**config.mk**
```make
export PLATFORM = sky130hd
export DESIGN_NAME = izh_update_unit_flat
export DESIGN_NICKNAME = d
export VERILOG_FILES = /design/src/rtl/izh_update_if.sv /design/src/rtl/izh_update_unit.sv /design/src/flat_wrapper.sv
export SDC_FILE = /design/constraint.sdc
export NUM_CORES = 1
export LEC_CHECK = 0
export ABC_AREA = 1
export ABC_CLOCK_PERIOD_IN_PS = 38900
export BUFFER_PORTS_ARGS = -buffer_cell sky130_fd_sc_hd__buf_2
export CORE_MARGIN = 8
export CORE_UTILIZATION = 45
export CTS_CLUSTER_SIZE = 25
export DETAILED_ROUTE_END_ITERATION = 16
export GPL_ROUTABILITY_DRIVEN = 1
export PLACE_DENSITY = 0.6
export SLEW_MARGIN = 10
export SYNTH_ARGS = -nofsm -noshare
export SYNTH_HDL_FRONTEND = slang
export SYNTH_SLANG_ARGS = --single-unit
```
**constraint.sdc**
```tcl
create_clock -name clk -period 38.9 [get_ports clk]
set_input_delay 0 -clock clk [delete_from_list [all_inputs] [get_ports clk]]
set_output_delay 0 -clock clk [all_outputs]
set_load 0.03 [all_outputs]
```
**src/rtl/izh_update_if.sv**
```systemverilog
// Bus between the Izhikevich update engine, the neuron state register,
// the synaptic current source and the spike router.
interface izh_update_if #(
   parameter int unsigned NUMWIDTH = 16,
   parameter int unsigned TAGBITS  = 1
);
   logic                      start;
   logic signed [NUMWIDTH:0]  v_in;
   logic signed [NUMWIDTH:0]  u_in;
   logic signed [NUMWIDTH:0]  i_in;
   logic [TAGBITS-1:0]        tag;
   logic                      write_en;
   logic signed [NUMWIDTH:0]  v_new;
   logic signed [NUMWIDTH:0]  u_new;
   logic                      spike;
   logic                      busy;
   logic                      done;

   // master: the update engine; slave: state register / sequencer side
   modport master (
      input  start, v_in, u_in, i_in,
      output tag, write_en, v_new, u_new, spike, busy, done
   );

   modport slave (
      output start, v_in, u_in, i_in,
      input  tag, write_en, v_new, u_new, spike, busy, done
   );
endinterface

```
**src/rtl/izh_update_unit.sv**
```systemverilog
// Per-timestep Izhikevich Euler update in signed Q8.8, swept over all neuron tags.
// Optional IZH_SATURATE_EN: clamp written v/u to 17-bit range instead of wrapping.
module izh_update_unit #(
   parameter int unsigned NUMWIDTH   = 16,
   parameter int unsigned NUMNEURONS = 2,
   parameter int unsigned TAGBITS    = 1,
   parameter int          PA         = 5,
   parameter int          PB         = 51,
   parameter int          PC         = -16640,
   parameter int          PD         = 2048,
   parameter int          K2         = 10,
   parameter int          VPEAK      = 7680
) (
   input logic          clk,
   input logic          asyn_reset_n,
   izh_update_if.master bus
);

   localparam int unsigned W  = NUMWIDTH + 1;
   localparam int unsigned AW = 48;

   localparam logic signed [AW-1:0] K2_W    = AW'(K2);
   localparam logic signed [AW-1:0] PA_W    = AW'(PA);
   localparam logic signed [AW-1:0] PB_W    = AW'(PB);
   localparam logic signed [AW-1:0] PD_W    = AW'(PD);
   localparam logic signed [AW-1:0] VPEAK_W = AW'(VPEAK);
   localparam logic signed [AW-1:0] C5      = 48'sd5;
   localparam logic signed [AW-1:0] C_OFF   = 48'sd35840;
   localparam logic [TAGBITS-1:0]   LAST    = TAGBITS'(NUMNEURONS - 1);
   localparam logic signed [W-1:0]  PC_W    = W'(PC);

   typedef enum logic [2:0] {IDLE, READ, CALC, WRITE, DONE} state_t;

   state_t              state;
   logic signed [W-1:0] v_r, u_r, i_r;

   logic signed [AW-1:0] vx, ux, ix, quad, dv, vw, du, uw;
   logic                 spike_c;

   // Reduce a wide intermediate to a 17-bit state word
   function automatic logic signed [W-1:0] fit(input logic signed [AW-1:0] x);
`ifdef IZH_SATURATE_EN
      logic signed [AW-1:0] hi;
      logic signed [AW-1:0] lo;
      hi = (48'sd1 <<< NUMWIDTH) - 48'sd1;
      lo = -(48'sd1 <<< NUMWIDTH);
      if (x > hi)      fit = W'(hi);
      else if (x < lo) fit = W'(lo);
      else             fit = W'(x);
`else
      fit = W'(x);
`endif
   endfunction

   // One Euler step from the registered operands; spike test on full-width Vw
   always_comb begin
      vx      = AW'(v_r);
      ux      = AW'(u_r);
      ix      = AW'(i_r);
      quad    = (K2_W * ((vx * vx) >>> 8)) >>> 8;
      dv      = quad + C5 * vx + C_OFF - ux + ix;
      vw      = vx + dv;
      du      = (PA_W * (((PB_W * vx) >>> 8) - ux)) >>> 8;
      uw      = ux + du;
      spike_c = (vw >= VPEAK_W);
   end

   always_ff @(posedge clk or negedge asyn_reset_n) begin
      if (!asyn_reset_n) begin
         state        <= IDLE;
         v_r          <= '0;
         u_r          <= '0;
         i_r          <= '0;
         bus.tag      <= '0;
         bus.write_en <= 1'b0;
         bus.v_new    <= '0;
         bus.u_new    <= '0;
         bus.spike    <= 1'b0;
         bus.busy     <= 1'b0;
         bus.done     <= 1'b0;
      end else begin
         bus.write_en <= 1'b0;
         bus.done     <= 1'b0;
         case (state)
            IDLE: begin
               if (bus.start) begin
                  state    <= READ;
                  bus.tag  <= '0;
                  bus.busy <= 1'b1;
               end
            end
            READ: begin
               v_r   <= bus.v_in;
               u_r   <= bus.u_in;
               i_r   <= bus.i_in;
               state <= CALC;
            end
            CALC: begin
               bus.v_new    <= spike_c ? PC_W : fit(vw);
               bus.u_new    <= spike_c ? fit(uw + PD_W) : fit(uw);
               bus.spike    <= spike_c;
               bus.write_en <= 1'b1;
               state        <= WRITE;
            end
            WRITE: begin
               if (bus.tag == LAST) begin
                  state    <= DONE;
                  bus.tag  <= '0;
                  bus.busy <= 1'b0;
                  bus.done <= 1'b1;
               end else begin
                  bus.tag <= bus.tag + TAGBITS'(1);
                  state   <= READ;
               end
            end
            DONE:    state <= IDLE;
            default: state <= IDLE;
         endcase
      end
   end

endmodule

```
**src/flat_wrapper.sv**
```systemverilog
// flat-port wrapper written by rule: the top's interface ports become plain ports
module izh_update_unit_flat 
#(
   parameter int unsigned NUMWIDTH   = 16,
   parameter int unsigned NUMNEURONS = 2,
   parameter int unsigned TAGBITS    = 1,
   parameter int          PA         = 5,
   parameter int          PB         = 51,
   parameter int          PC         = -16640,
   parameter int          PD         = 2048,
   parameter int          K2         = 10,
   parameter int          VPEAK      = 7680
)
  (clk, asyn_reset_n, bus_start, bus_v_in, bus_u_in, bus_i_in, bus_tag, bus_write_en, bus_v_new, bus_u_new, bus_spike, bus_busy, bus_done);
  izh_update_if #(.NUMWIDTH(NUMWIDTH), .TAGBITS(TAGBITS)) bus_i ();
  input logic clk;
  input logic asyn_reset_n;
  input wire logic [$bits(bus_i.start)-1:0] bus_start;
  input wire logic [$bits(bus_i.v_in)-1:0] bus_v_in;
  input wire logic [$bits(bus_i.u_in)-1:0] bus_u_in;
  input wire logic [$bits(bus_i.i_in)-1:0] bus_i_in;
  output wire logic [$bits(bus_i.tag)-1:0] bus_tag;
  output wire logic [$bits(bus_i.write_en)-1:0] bus_write_en;
  output wire logic [$bits(bus_i.v_new)-1:0] bus_v_new;
  output wire logic [$bits(bus_i.u_new)-1:0] bus_u_new;
  output wire logic [$bits(bus_i.spike)-1:0] bus_spike;
  output wire logic [$bits(bus_i.busy)-1:0] bus_busy;
  output wire logic [$bits(bus_i.done)-1:0] bus_done;
  assign bus_i.start = bus_start;
  assign bus_i.v_in = bus_v_in;
  assign bus_i.u_in = bus_u_in;
  assign bus_i.i_in = bus_i_in;
  assign bus_tag = bus_i.tag;
  assign bus_write_en = bus_i.write_en;
  assign bus_v_new = bus_i.v_new;
  assign bus_u_new = bus_i.u_new;
  assign bus_spike = bus_i.spike;
  assign bus_busy = bus_i.busy;
  assign bus_done = bus_i.done;
  izh_update_unit #(.NUMWIDTH(NUMWIDTH), .NUMNEURONS(NUMNEURONS), .TAGBITS(TAGBITS), .PA(PA), .PB(PB), .PC(PC), .PD(PD), .K2(K2), .VPEAK(VPEAK)) u_core (.clk(clk), .asyn_reset_n(asyn_reset_n), .bus(bus_i));
endmodule
```
Word-level counts from Yosys, hierarchy flattened
Index checks and enable logic that the tools add are counted.
Word-level totals
  register bits: 93
  bits of input ports: 54
  output and inout port bits: 39
  logic and storage cells: 49
Cells by class
  add/subtract/negate cells: 9
  multiply operators: 5
  magnitude comparators: 1
  equal/unequal tests: 5
  multiplexer cells: 14
  reductions and logical operators: 4
Operators with widths (count)
  17-bit by 48-bit adder with 48-bit output: 1
  48-bit by 17-bit adder with 48-bit output: 1
  48-bit by 17-bit adder with 48-bit output (second input constant): 1
  48-bit by 14-bit >= comparator with 1-bit output (second input constant): 1
  4-bit by 48-bit multiplier with 25-bit output (first input constant): 1
  48-bit by 17-bit subtractor with 48-bit output: 1
  17-bit by 17-bit multiplier with 34-bit output: 1
  17-bit two-way mux: 2
  4-bit by 26-bit multiplier with 30-bit output (first input constant): 1
  23-bit by 21-bit adder with 24-bit output: 1
  7-bit by 17-bit multiplier with 24-bit output (first input constant): 1
  4-bit by 17-bit multiplier with 21-bit output (first input constant): 1
  16-bit by 17-bit subtractor with 18-bit output: 1
  17-bit by 13-bit adder with 17-bit output (second input constant): 1
  17-bit adder: 1
  3-bit case mux with 4 select lines: 1
  1-bit two-way mux: 7
  3-bit by 2-bit == test with 1-bit output (second input constant): 2
  3-bit two-way mux: 2
  1-bit case mux with 2 select lines: 2
  3-bit by 1-bit == test with 1-bit output (second input constant): 1
  3-bit zero test: 1
  3-bit AND reduction: 1
  2-bit by 1-bit != test with 1-bit output (second input constant): 1
  other kinds (4): 4

Depth between registers and ports, before layout
  word-level depth: 9
  depth in mapped cells: 71
  gate-level depth less buffers: 70

Worst setup path before layout
Ideal clock, no wire load.
  kind: register to register
  from: reg u_core.v_r[16]
  to: reg u_core.bus.v_new[8]
  library setup time: 0.119 ns
  arrival: 13.199 ns
  data required time: 38.781 ns
  setup slack: 25.583 ns
  cell stages (with the launch flop): 65
  path buffers: 2
  clock period less this slack: 13.317 ns
  path through: dfrtp_1 -> inv_1 -> clkbuf_1 -> nor2_1 -> fa_1 -> inv_1 -> fa_1 -> inv_1 -> fa_1 -> fa_1 -> fa_1 -> inv_1 -> fa_1 -> inv_1 -> ha_1 -> a21oi_1 -> o21ai_0 -> a21oi_1 -> [29 not listed] -> inv_1 -> ha_1 -> ha_1 -> nand2_1 -> nor2_2 -> nand2_1 -> nor3_2 -> nand2_1 -> nand3_1 -> nand2_1 -> nand2_4 -> nand2_2 -> nor2_4 -> nand3_4 -> nand2_4 -> nand2_4 -> buf_6 -> o21a_1
Between the ends
  cells in the longest elaborated chain, start to end: 9
  elaborated cells between the ends (all ways): 10
  those cells by class: add/sub: 5; mul: 3; order compare: 1; mux: 1
RTL lines
  from (decl): RTL line izh_update_unit.sv:35  | logic signed [W-1:0] v_r, u_r, i_r;
  from (signal assigned): RTL line izh_update_unit.sv:93  | v_r <= bus.v_in;
  17-bit by 17-bit multiplier with 34-bit output: RTL line izh_update_unit.sv:60  | quad = (K2_W * ((vx * vx) >>> 8)) >>> 8;
  4-bit by 26-bit multiplier with 30-bit output: RTL line izh_update_unit.sv:60
  23-bit by 21-bit adder with 24-bit output: RTL line izh_update_unit.sv:61  | dv = quad + C5 * vx + C_OFF - ux + ix;
  48-bit by 17-bit adder with 48-bit output: RTL line izh_update_unit.sv:61
  48-bit by 17-bit subtractor with 48-bit output: RTL line izh_update_unit.sv:61
  48-bit by 17-bit adder with 48-bit output: RTL line izh_update_unit.sv:61
  17-bit by 48-bit adder with 48-bit output *: RTL line izh_update_unit.sv:62  | vw = vx + dv;
  48-bit by 14-bit >= comparator with 1-bit output: RTL line izh_update_unit.sv:65  | spike_c = (vw >= VPEAK_W);
  17-bit two-way mux *: RTL line izh_update_unit.sv:99  | bus.v_new <= spike_c ? PC_W : fit(vw);
  to (signal assigned): RTL line izh_update_unit.sv:99
  to (decl): RTL line izh_update_if.sv:22  | output tag, write_en, v_new, u_new, spike, busy, done
Every way passes the cells marked *; elsewhere a longest branch is shown, timed or not.
A chain may end at the register's enable or synchronous reset.

Worst setup path in the final report
  from: reg u_core.v_r[16]
  to: reg u_core.bus.v_new[13]
Same word-level chain as after synthesis.

==> flow_metrics.py <==
metrics = {
    "floorplan": {
        "io_pins": 93,
        "die_x_um": 253,
        "dieArea_um2": 64200,
        "die_h_um": 253,
        "placementRows": 87,
        "core_um2": 56100,
        "initial_core_util": 0.453,
    },
    "worst_setup_path": {
        "crit_slowest_cell": "nor4_1",
        "critPathMaxStageDelay_ps": 720,
        "cp.arrival_ps": 15860,
        "crit_fanout": 39,
        "start_kind": "flip-flop",
        "crit_type": "reg -> reg",
        "required_ps": 39140,
        "rrSetupSlack_ps": 23290,
        "crit_family": "adder cells",
        "end_kind": "flip-flop",
        "cp.buffers_inverters": 11,
    },
    "timing": {
        "worstMarginPinSlew_ps": 1040,
        "drv_slew": 0,
        "setup_viol": 0,
        "post-route-period-util": 0.401,
        "hold_viol": 0,
        "setup_tns_ps": 0,
        "skew_ps": 16.7,
        "max-slew-margin-rel": 0.308,
        "fin_ws_ps": 23290,
        "rsz0062_at_grt": "no",
        "layout_min_cycle_time_ps": 15610,
        "fmax_mhz": 64.0,
    },
    "grt": {
        "grt-ovfl-total": 0,
        "use_met2": 0.367,
        "grtUsageMet3": 0.0239,
        "antenna_found_initial": 1,
        "grt_pass1_vias": 21114,
        "track_usage": 0.226,
        "use_met1": 0.318,
        "busiest_layer": "met2",
        "grt_pass1_wl_um": 115000,
        "grt_start_max_net_pins": 86,
    },
    "layout": {
        "area_growth_pct": 8.90,
        "ff_latch_area_um2": 2330,
        "multi_input_area_um2": 19700,
        "drive_gt1_frac": 0.0504,
        "fillers": 5573,
        "nets": 4224,
    },
    "clocking": {
        "clk_latency_ps": 370,
        "cts_buffer_depth": 2,
        "cts.reportedPaths.clkPinSlew_ps": 80,
        "cts_tree": "built",
        "cts_num_sinks": 93,
        "htree_num_levels": 3,
        "ctsRootBufferMaster": "clkbuf_16",
        "cts_buffers": 9,
    },
    "logic_synthesis": {
        "synth_area_leaders": "fa_1 (29%), ha_1 (18%), inv_1 (13%), nand2_1 (10%), dfrtp_1 (9.2%)",
        "syn_nets": 4084,
        "yosysSeqAreaShare": 0.0917,
        "syn-mean-instance-area_um2": 7.67,
        "yosysWarnings": 0,
        "synth_top_area_frac": 0.287,
        "synth-edff-count": 0,
        "synthFlopType": "dfrtp_1",
        "synthTopCellsByCount": "inv_1 (860), nand2_1 (673), fa_1 (364)",
        "ys_ff_latch": 93,
        "synth_top_area_cell": "fa_1",
        "yosysMostFrequentCell": "inv_1",
        "netlist_area_um2": 25400,
        "synth_cells": 3308,
        "ys_types": 49,
        "async_reset_ff_frac": 1.00,
    },
    "detailed_routing": {
        "via_count": 20766,
        "dr.pass1.iters": 6,
        "wl_per_cell_um": 16.8,
        "drtIter0Drc": 1292,
        "viasPerCell": 4.93,
        "route.detailed.drc": 0,
        "detail-route-antenna-nets": 0,
        "totalWireLength_um": 70500,
    },
    "place": {
        "place_ws_ps": 23520,
        "hpwl_um": 61700,
        "gp_congestion": 0.945,
        "portBuffers": 92,
    },
    "hold_path": {
        "hold_class": "in -> async",
    },
    "run": {
        "cap_violations": 0,
    },
    "outcome": {
        "status": "finished clean",
    },
}
## per-stage QoR
step	utilization	cell area, um^2	std cells	hold slack [ps]
finish	0.493	27600	4210	178
floorplan	-	25400	3308	-296
global placement	0.478	26800	4140	46.1
CTS	0.493	27600	4209	181
detailed placement	0.478	26800	4140	46.9
global route	0.493	27600	4210	243
## what timing repair did
item | 4_1_cts | 5_1_grt
setup buffers | 0 | 0
endpoints found under the hold margin | 98 | 0
resized for setup | 0 | 0
hold buffers | 53 | 0
## flip-flops by register name (all words and copies together) (netlist names)
signal / flops
u_core.bus.busy: 1
u_core.bus.done: 1
u_core.bus.spike: 1
u_core.bus.tag: 1
u_core.bus.u_new: 17
u_core.bus.v_new: 17
u_core.bus.write_en: 1
u_core.i_r: 17
u_core.state: 3
u_core.u_r: 17
u_core.v_r: 17
## final timing paths
path / start / end / cells after the start
min: asyn_reset_n / u_core.v_r[4] / 2
max: u_core.v_r[16] / u_core.bus.v_new[13] / 62
max in group asynchronous: asyn_reset_n / u_core.v_r[16] / 3
min reg2reg: u_core.bus.u_new[0] / u_core.bus.u_new[0] / 2
max reg2reg: u_core.v_r[16] / u_core.bus.v_new[13] / 62
min in group clk: bus_i_in[0] / u_core.i_r[0] / 3
## final cells by class
cell class              instances  share of cell area
diodes                          1           0.0000906
clock buffers                  10             0.00829
well taps                     756              0.0342
flip-flops and latches         93              0.0843
clock inverters                 6             0.00254
multi-input cells            2316               0.712
repair buffers                164              0.0411
inverters                     864               0.117
## kinds of logic after synthesis
| family | share of synthesized area |
|---|---|
| XOR/XNOR | 0.0514 |
| AND/OR/NAND/NOR | 0.169 |
| multiplexers | 0.00799 |
| flip-flops | 0.0917 |
| AO/OA/AOI/OAI | 0.0829 |
| adder cells (fa/ha/maj) | 0.464 |
| buffers and inverters | 0.133 |
## metal layers
layer / routed length, um / up-vias
met3: 2940 / 97
met4: 2150 / 0
met2: 32000 / 469
li1: - / 10378
met1: 33400 / 9822
met5: 0 / -
## cell usage in the layout (no fill, tap or decap), types with 4 or more instances in the layout
master         Yosys  routed
a21boi_0           6       6
a21o_1             7       7
a21oi_1          214     214
a221oi_1           4       4
a31oi_1           18      18
buf_2              0      91
buf_4              0      20
clkbuf_16          0       9
dfrtp_1           93      92
dlygate4sd3_1      0      53
fa_1             364     364
ha_1             358     358
inv_1            860     860
mux2_2            18      18
nand2_1          673     672
nand2_4            3       4
nand3_1           89      89
nand3b_1           9       9
nand4_1           24      24
nor2_1           195     195
nor2_2             5       5
nor3_1            22      21
nor4_1             6       6
o211ai_1           6       6
o21a_1             9       9
o21ai_0           84      84
o21ai_1            6       6
o21bai_1          17      17
or2_2              7       7
xnor2_1           69      69
xor2_1            80      80
Power is left out: the tool's default activity adds up to more than one toggle a clock period on the data nets, which glitch-free logic cannot reach.
